**src/rtl/ifu_pkg.sv**
```systemverilog
// Shared types and constants for the instruction fetch unit.
package ifu_pkg;

   typedef enum logic [1:0] {
      ST_REQ   = 2'd0,
      ST_WAIT  = 2'd1,
      ST_VALID = 2'd2,
      ST_FAULT = 2'd3
   } ifu_state_e;

   localparam logic [1:0] FC_NONE     = 2'd0;
   localparam logic [1:0] FC_BUS_ERR  = 2'd1;
   localparam logic [1:0] FC_TIMEOUT  = 2'd2;
   localparam logic [1:0] FC_MISALIGN = 2'd3;

   localparam logic [31:0] IFU_RESET_PC = 32'h8000_0000;

   // Wait-timer width; a zero timeout still needs a one-bit register.
   function automatic int unsigned timer_width(input int unsigned timeout);
      return (timeout == 0) ? 1 : $clog2(timeout + 1);
   endfunction

endpackage

```
**src/rtl/ifu_wait_timer.sv**
```systemverilog
// Saturating wait timer for the fetch FSM.
// Kept as a down-counter: it holds the number of WAIT cycles still allowed
// (TIMEOUT minus cycles elapsed) and stops at zero, so it can never wrap.
// expired fires in the WAIT cycle whose completion makes the elapsed count
// equal TIMEOUT, so the FSM leaves WAIT after exactly TIMEOUT idle cycles.
// With TIMEOUT = 0 expired is never asserted.
module ifu_wait_timer
   import ifu_pkg::*;
#(
   parameter int unsigned TIMEOUT = 255
) (
   input  logic clk,
   input  logic reset,
   input  logic clr,
   input  logic en,
   output logic expired
);

   localparam int unsigned W = timer_width(TIMEOUT);
   localparam logic [W-1:0] LOAD = W'(TIMEOUT);

   logic [W-1:0] rem_q;
   logic [W-1:0] rem_d;

   // Reload on clear, otherwise count down while enabled and stop at zero.
   always_comb begin
      rem_d = rem_q;
      if (clr) begin
         rem_d = LOAD;
      end else if (en && (rem_q != '0)) begin
         rem_d = rem_q - 1'b1;
      end
   end

   // Remaining-cycle register, synchronous active-low reset.
   always_ff @(posedge clk) begin
      if (!reset) begin
         rem_q <= LOAD;
      end else begin
         rem_q <= rem_d;
      end
   end

   assign expired = (TIMEOUT != 0) && en && !clr && (rem_q == W'(1));

endmodule

```
**src/rtl/ifu_fetch.sv**
```systemverilog
// Instruction fetch unit: owns the PC, issues one imem request at a time and
// presents the returned word on a valid/ready interface to the execute core.
// Optional build macro: IFU_MISALIGN_CHK_EN enables the misaligned-PC fault.
//
// state    | meaning
// ---------+---------------------------------------------------------------
// ST_REQ   | request pc on imem, waiting for gnt
// ST_WAIT  | request granted, waiting for rvalid (timed)
// ST_VALID | inst/inst_pc held for the core until inst_ready
// ST_FAULT | sticky fault, no further requests until reset
module ifu_fetch
   import ifu_pkg::*;
#(
   parameter logic [31:0] RESET_PC = IFU_RESET_PC,
   parameter int unsigned TIMEOUT  = 255
) (
   input  logic        clk,
   input  logic        reset,
   output logic        imem_req,
   output logic [31:0] imem_addr,
   input  logic        imem_gnt,
   input  logic        imem_rvalid,
   input  logic [31:0] imem_rdata,
   input  logic        imem_err,
   output logic        inst_valid,
   input  logic        inst_ready,
   output logic [31:0] inst,
   output logic [31:0] inst_pc,
   input  logic [31:0] next_pc,
   output logic        fetch_fault,
   output logic [31:0] fault_pc,
   output logic [1:0]  fault_cause
);

   ifu_state_e  state_q, state_d;
   logic [31:0] pc_q, pc_d;
   logic [31:0] inst_q, inst_d;
   logic [31:0] inst_pc_q, inst_pc_d;
   logic [31:0] fault_pc_q, fault_pc_d;
   logic [1:0]  fault_cause_q, fault_cause_d;
   logic        live_q, live_d;
   logic        misaligned;
   logic        timer_clr;
   logic        timer_en;
   logic        timer_expired;

`ifdef IFU_MISALIGN_CHK_EN
   assign misaligned = (pc_q[1:0] != 2'b00);
`else
   assign misaligned = 1'b0;
`endif

   // live_q holds off the first request until the cycle after reset releases.
   assign live_d = 1'b1;

   ifu_wait_timer #(
      .TIMEOUT (TIMEOUT)
   ) u_wait_timer (
      .clk     (clk),
      .reset   (reset),
      .clr     (timer_clr),
      .en      (timer_en),
      .expired (timer_expired)
   );

   // Next-state and datapath updates for the fetch FSM.
   always_comb begin
      state_d       = state_q;
      pc_d          = pc_q;
      inst_d        = inst_q;
      inst_pc_d     = inst_pc_q;
      fault_pc_d    = fault_pc_q;
      fault_cause_d = fault_cause_q;
      timer_clr     = 1'b0;
      timer_en      = 1'b0;
      case (state_q)
         ST_REQ: begin
            if (live_q) begin
               if (misaligned) begin
                  state_d       = ST_FAULT;
                  fault_pc_d    = pc_q;
                  fault_cause_d = FC_MISALIGN;
               end else if (imem_gnt) begin
                  state_d   = ST_WAIT;
                  timer_clr = 1'b1;
               end
            end
         end
         ST_WAIT: begin
            timer_en = 1'b1;
            if (imem_rvalid && !imem_err) begin
               state_d   = ST_VALID;
               inst_d    = imem_rdata;
               inst_pc_d = pc_q;
            end else if (imem_rvalid) begin
               state_d       = ST_FAULT;
               fault_pc_d    = pc_q;
               fault_cause_d = FC_BUS_ERR;
            end else if (timer_expired) begin
               state_d       = ST_FAULT;
               fault_pc_d    = pc_q;
               fault_cause_d = FC_TIMEOUT;
            end
         end
         ST_VALID: begin
            if (inst_ready) begin
               state_d = ST_REQ;
               pc_d    = next_pc;
            end
         end
         ST_FAULT: begin
            state_d = ST_FAULT;
         end
         default: begin
            state_d = ST_REQ;
         end
      endcase
   end

   // State and datapath registers, synchronous active-low reset.
   always_ff @(posedge clk) begin
      if (!reset) begin
         state_q       <= ST_REQ;
         pc_q          <= RESET_PC;
         inst_q        <= '0;
         inst_pc_q     <= RESET_PC;
         fault_pc_q    <= '0;
         fault_cause_q <= FC_NONE;
         live_q        <= 1'b0;
      end else begin
         state_q       <= state_d;
         pc_q          <= pc_d;
         inst_q        <= inst_d;
         inst_pc_q     <= inst_pc_d;
         fault_pc_q    <= fault_pc_d;
         fault_cause_q <= fault_cause_d;
         live_q        <= live_d;
      end
   end

   assign imem_req    = live_q && (state_q == ST_REQ) && !misaligned;
   assign imem_addr   = pc_q;
   assign inst_valid  = (state_q == ST_VALID);
   assign inst        = inst_q;
   assign inst_pc     = inst_pc_q;
   assign fetch_fault = (state_q == ST_FAULT);
   assign fault_pc    = fault_pc_q;
   assign fault_cause = fault_cause_q;

endmodule

```
**config.mk**
```make
export PLATFORM = sky130hd
export DESIGN_NAME = ifu_fetch
export DESIGN_NICKNAME = d
export VERILOG_FILES = /design/src/rtl/ifu_pkg.sv /design/src/rtl/ifu_wait_timer.sv /design/src/rtl/ifu_fetch.sv
export SDC_FILE = /design/constraint.sdc
export NUM_CORES = 1
export LEC_CHECK = 0
export CAP_MARGIN = 20
export CORE_UTILIZATION = 41
export DETAILED_ROUTE_END_ITERATION = 12
export GPL_TIMING_DRIVEN = 1
export PLACE_DENSITY = 0.79
export SYNTH_ARGS = -nofsm -noshare
export SYNTH_HDL_FRONTEND = slang
export SYNTH_SLANG_ARGS = --single-unit
```
**constraint.sdc**
```tcl
create_clock -name clk -period 1.8 [get_ports clk]
set_clock_uncertainty 0.2 [all_clocks]
set_input_delay 0.27 -clock clk [delete_from_list [all_inputs] [get_ports clk]]
set_output_delay 0.27 -clock clk [all_outputs]
set_load 0.1 [all_outputs]
```
==> results of run 1 <==
routing by layer:
layer  vias up  part of all wire, %
met2       231                   51
met1      2909                   40
li1       2910                    -
met3        41                  6.8
met4         0                  2.3
met5         -                    0
where the power goes:
part           switching (mW)  internal (mW)  total [mW]
Sequential             0.0426           3.16        3.20
Clock                    1.31           2.03        3.34
Combinational           0.531          0.377       0.908
flip-flops by register name (all words and copies together) (netlist names):
register,count
fault_cause,2
fault_pc,32
imem_addr,32
inst,32
inst_pc,32
live_q,1
state_q,2
u_wait_timer.rem_q,8
cells in the mapped netlist, types with 2 or more instances:
cell type	n	area, um2
nand2_1	197	739
dfxtp_1	141	2820
a21oi_1	88	440
clkbuf_1	42	158
nand3_1	35	175
and3_1	34	213
a32oi_1	32	280
nand2b_1	32	200
nand4_1	32	200
buf_2	16	80.1
a21boi_0	11	82.6
inv_1	6	22.5
nor2_1	5	18.8
nor3_1	5	25.0
o21ai_0	4	20.0
a31oi_1	3	18.8
and2_1	3	18.8
buf_1	3	11.3
ha_1	3	37.5
o21ai_1	3	15.0
and4_1	2	17.5
nor2b_1	2	12.5
or3_1	2	12.5
kinds of logic (layout without fill, tap and decap cells):
family | after synthesis | count (layout)
simple gates | 356 | 356
buf+inv | 70 | 288
xor+xnor | 2 | 2
compound gates | 148 | 148
flops | 141 | 141
fa+ha+maj | 3 | 3
worst register-to-register path: cells and delay by family (launching register included):
| family | cells | cell delay [ns] |
|---|---|---|
| AOI/OAI and AO/OA | 1 | 0.21 |
| buffers and inverters | 3 | 0.44 |
| DFF | 1 | 0.32 |
| and+or+nand+nor | 3 | 0.50 |
timing repair:
action                                 4_1_cts  5_1_grt
setup endpoints to repair                   11       60
hold buffers                                 1        0
endpoints found under the hold margin        3        0
pin swaps                                    2        6
resized for setup                            3       17
buffers inserted                             3        4
gates cloned                                 0        1
layout make-up:
type                       count  area [um2]  area share [%]
clock buffer                  21         480            4.67
sequential                   141        2830            27.5
timing repair buffer         249        3860            37.5
clock inverter                11        91.3           0.888
multi-input combinational    509        2770            27.0
tap                          180         225            2.19
inverter                       7        26.3           0.255
how the worst max path moves through the flow:
stage	from	endpoint	slack [ns]	cells past startpoint
6_report	state_q[0]$_SDFFE_PN0P_	imem_req	-0.02	3
5_1_grt	state_q[0]$_SDFFE_PN0P_	fault_pc[10]$_SDFFE_PN0P_	-0.05	7
4_1_cts	state_q[0]$_SDFFE_PN0P_	imem_req	-0.03	3
3_5_place_dp	imem_rvalid	inst_pc[27]$_SDFFE_PN0P_	-0.26	6
3_3_place_gp	imem_rvalid	inst_pc[22]$_SDFFE_PN0P_	-0.22	6
2_1_floorplan	state_q[0]$_SDFFE_PN0P_	u_wait_timer.rem_q[5]$_SDFFE_PP1P_	-0.17	4
==> results.tsv, run 1 <==
metric	value	unit
final_common_cell	nand2_1	
finalPower	7.45	mW
vias	6091	
ys.flop_type	dfxtp_1	
cts_sinks	141	
crit_path_max_fanout	6	
rows	43	
async_flop_share	0	%
cp-end-kind	output port	
drv_cap	0	
drc	0	
vdd_drop_max	0.000484	V
hold_violations	0	
fin_area	0.0103	mm2
min_from	next_pc[21]	
r2r_start	state_q[0]$_SDFFE_PN0P_	
avgSynthCellArea	8.06	um2
grt_max_degree	47	
die_h	121	um
place_congestion	0.812	
synth_xor_area_share	0.302	%
synth.area.mux_share	0	%
die_x	121	um
crit_arrival	1.35	ns
ant_nets	0	
r2r_setup_slack	0.02	ns
cts_tree	built	
first_iter_violations	506	
min_period	1.82	ns
cts-buffers-inserted	17	
synth_seq_cells	141	
insertion_delay	0.42	ns
holdWs	0.193	ns
max_slew_margin	70.6	%
placed_cells	1078	
synth_simple_gate_area_share	29.4	%
synth_fa_ha_area_share	0.647	%
fill_cells	899	
grt.total_usage	25.4	%
synthCells	720	
coreArea	0.0138	mm2
slowest_stage	dfxtp_2	
path_delay_family	buffers and inverters	
outcome	finished with violations	
critPathLaunchType	flop	
antenna_found_initial	0	
path_buf_inv	2	
synth_seq_area_share	48.6	%
diodes	0	
grt_use_met2	43.3	%
hold_path.class	input port to flop	
power_density	724	mW/mm2
dp_hpwl	12400	um
layout_common_cells	197 x nand2_1, 143 x buf_12, 133 x dfxtp_1	
use_met3	6.58	%
syn_area	0.00580	mm2
syn_nets	793	
wl	18800	um
fin_crit_sh	101	%
rr_worst_depth	7	
via_per_inst	5.45	
wl_per_cell	16.8	um
slew_violations	0	
clockBufferDepth	2	
final_util	74.4	%
path_clk_slew	0.06	ns
worstMarginPinSlew	0.441	ns
start_util	42.0	%
finalWorstSetupSlack	-0.0153	ns
overflow	0	
grt_pass1_wl	29100	um
whs_path_depth	3	
drt_pre_antenna_iters	7	
r2r_end	fault_pc[10]$_SDFFE_PN0P_	
synth_edf_count	0	
ys_warn_count	0	
crit_chain	buf_6, nor3b_4, buf_12	
port_buffers	202	
clock.fmax	0.551	GHz
boundaryPins	203	
layout.cells.non_filler	1118	
top_usage_layer	met2	
setup_tns	-0.0153	ns
syn_to_final_growth	77.2	%
die_area	0.0146	mm2
synth-compound-area-share	15.9	%
setup_viol	1	
power_leakage	3.94	nW
critPathKind	flop to output port	
cpPeakStageDelay	0.32	ns
failed_checks	negative setup slack	
drive_above_1_share	25.6	%
rsz0062_at_grt	true	
synthDistinctLibCells	42	
layout.nets	998	
first_global_vias	5736	
worstPathRequired	1.33	ns
place_ws	-0.262	ns
htree_levels	4	
whs_endpoint	imem_addr[21]$_SDFFE_PN0P_	
cts-root-buf	clkbuf_16	
synth_top_family_by_area	simple AND/OR/NAND/NOR gates	
met1_usage	30.0	%
dpl_cell_area	0.00956	mm2
Power figures use the tool's default switching activity.
==> inputs of run 2 (changes only) <==
Settings changed: CORE_UTILIZATION 41 to 57, DONT_BUFFER_PORTS from default to 1, PLACE_DENSITY 0.79 to 0.77.
==> run 2 against run 1 <==
  * The flow finishes with violations (negative hold slack, negative setup slack)
  * Register-to-register slack got worse by 0.08 ns
  * Wire length increased by 10%
  * Count of clock-buffer cells in the layout unchanged
  * Largest cell class is now registers
==> results.tsv, run 2 (synthesized netlist as in run 1, its figures left out) <==
metric	value	unit
critPathLaunchType	flop	
antenna_found_initial	0	
die_area	0.0106	mm2
vias	6491	
crit_path_max_fanout	6	
first_iter_violations	517	
holdWs	-0.427	ns
cpPeakStageDelay	0.34	ns
max_slew_margin	48.5	%
setup_tns	-0.382	ns
crit_chain	buf_8, nor3b_4, buf_12	
layout.nets	986	
rr_worst_depth	7	
slew_violations	0	
syn_to_final_growth	45.9	%
finalWorstSetupSlack	-0.146	ns
rows	36	
drv_cap	0	
final_common_cell	nand2_1	
grt_max_degree	113	
failed_checks	negative hold slack, negative setup slack	
rsz0062_at_grt	true	
port_buffers	0	
whs_path_depth	0	
r2r_setup_slack	-0.06	ns
layout.cells.non_filler	1059	
coreArea	0.00982	mm2
overflow	0	
boundaryPins	203	
drc	0	
grt.total_usage	37.3	%
first_global_vias	6207	
dpl_cell_area	0.00700	mm2
fill_cells	500	
slowest_stage	dfxtp_2	
insertion_delay	0.54	ns
setup_viol	5	
worstMarginPinSlew	0.770	ns
diodes	0	
power_density	889	mW/mm2
die_x	103	um
wl	20700	um
worstPathRequired	1.33	ns
drive_above_1_share	23.9	%
dp_hpwl	10800	um
layout_common_cells	197 x nand2_1, 153 x buf_4, 137 x dfxtp_1	
hold_path.class	input port to flop	
path_clk_slew	0.06	ns
power_leakage	3.54	nW
via_per_inst	6.13	
die_h	103	um
cts-buffers-inserted	17	
min_period	1.95	ns
htree_levels	4	
cts-root-buf	clkbuf_8	
ant_nets	0	
place_congestion	0.782	
r2r_start	state_q[1]$_SDFFE_PN0P_	
placed_cells	950	
wl_per_cell	19.6	um
fin_area	0.00847	mm2
cts_tree	built	
critPathKind	flop to output port	
cts_sinks	141	
start_util	59.1	%
cp-end-kind	output port	
grt_pass1_wl	30000	um
whs_endpoint	live_q$_DFF_P_	
drt_pre_antenna_iters	5	
hold_violations	47	
crit_arrival	1.48	ns
outcome	finished with violations	
clockBufferDepth	2	
r2r_end	inst_pc[28]$_SDFFE_PN0P_	
fin_crit_sh	108	%
vdd_drop_max	0.000721	V
clock.fmax	0.514	GHz
min_from	reset	
run 2: layout make-up:
type,instances,area (um2),area share [%]
Tap cell,133,166,1.97
Sequential cell,141,2830,33.4
Timing Repair Buffer,237,2090,24.7
Inverter,7,26.3,0.310
Multi-Input combinational cell,509,2760,32.6
Clock inverter,11,140,1.65
Clock buffer,21,459,5.42
run 2: where the power goes:
group	total, mW	internal (mW)	leakage, nW	switching (mW)
clock	3.58	2.21	0.286	1.36
combinational	0.766	0.257	2.12	0.509
sequential	3.18	3.16	1.14	0.0251
run 2: critical path: cells and delay by family (launching register included):
kind	cells	cell delay, ns
buffers and inverters	2	0.34
flip-flops	1	0.34
AND/OR/NAND/NOR	1	0.26
run 2: worst max path at each step:
stage	slack (ns)	to	cells past startpoint	from
finish	-0.15	imem_req	3	state_q[0]$_SDFFE_PN0P_
global route	-0.18	imem_req	3	state_q[0]$_SDFFE_PN0P_
CTS	-0.14	imem_req	3	state_q[1]$_SDFFE_PN0P_
detailed placement	-0.04	u_wait_timer.rem_q[5]$_SDFFE_PP1P_	5	u_wait_timer.rem_q[1]$_SDFFE_PP1P_
global placement	0.08	u_wait_timer.rem_q[5]$_SDFFE_PP1P_	5	u_wait_timer.rem_q[1]$_SDFFE_PP1P_
floorplan	-0.17	u_wait_timer.rem_q[5]$_SDFFE_PP1P_	4	state_q[0]$_SDFFE_PN0P_
run 2: repair_timing:
action,CTS,global route
gates resized for setup,11,18
pin swaps,3,3
setup buffers,3,3
hold endpoints to repair,141,47
setup endpoints to repair,4,64
hold buffers,66,3
gates cloned,0,2
run 2: through the flow:
step	total power, mW	hold slack (ns)	utilization [%]	worst slack (ns)
after detailed placement	3.82	0.106	71.3	-0.0380
after global routing	7.68	-0.449	86.2	-0.181
after floorplan	3.71	0.0977	-	-0.173
after CTS	7.44	-0.447	84.7	-0.140
final	7.53	-0.427	86.2	-0.146
after global placement	3.80	0.107	71.3	0.0824
run 2: metal layers:
| metal | vias to the layer above | track usage, % | part of all wire (%) | routed length (um) |
|---|---|---|---|---|
| met5 | - | 0 | 0 | 0 |
| met4 | 0 | 26.1 | 4.3 | 894 |
| met3 | 99 | 11.9 | 9.6 | 1980 |
| met2 | 452 | 63.1 | 51 | 10500 |
| met1 | 3050 | 39.6 | 35 | 7360 |
| li1 | 2890 | - | - | - |
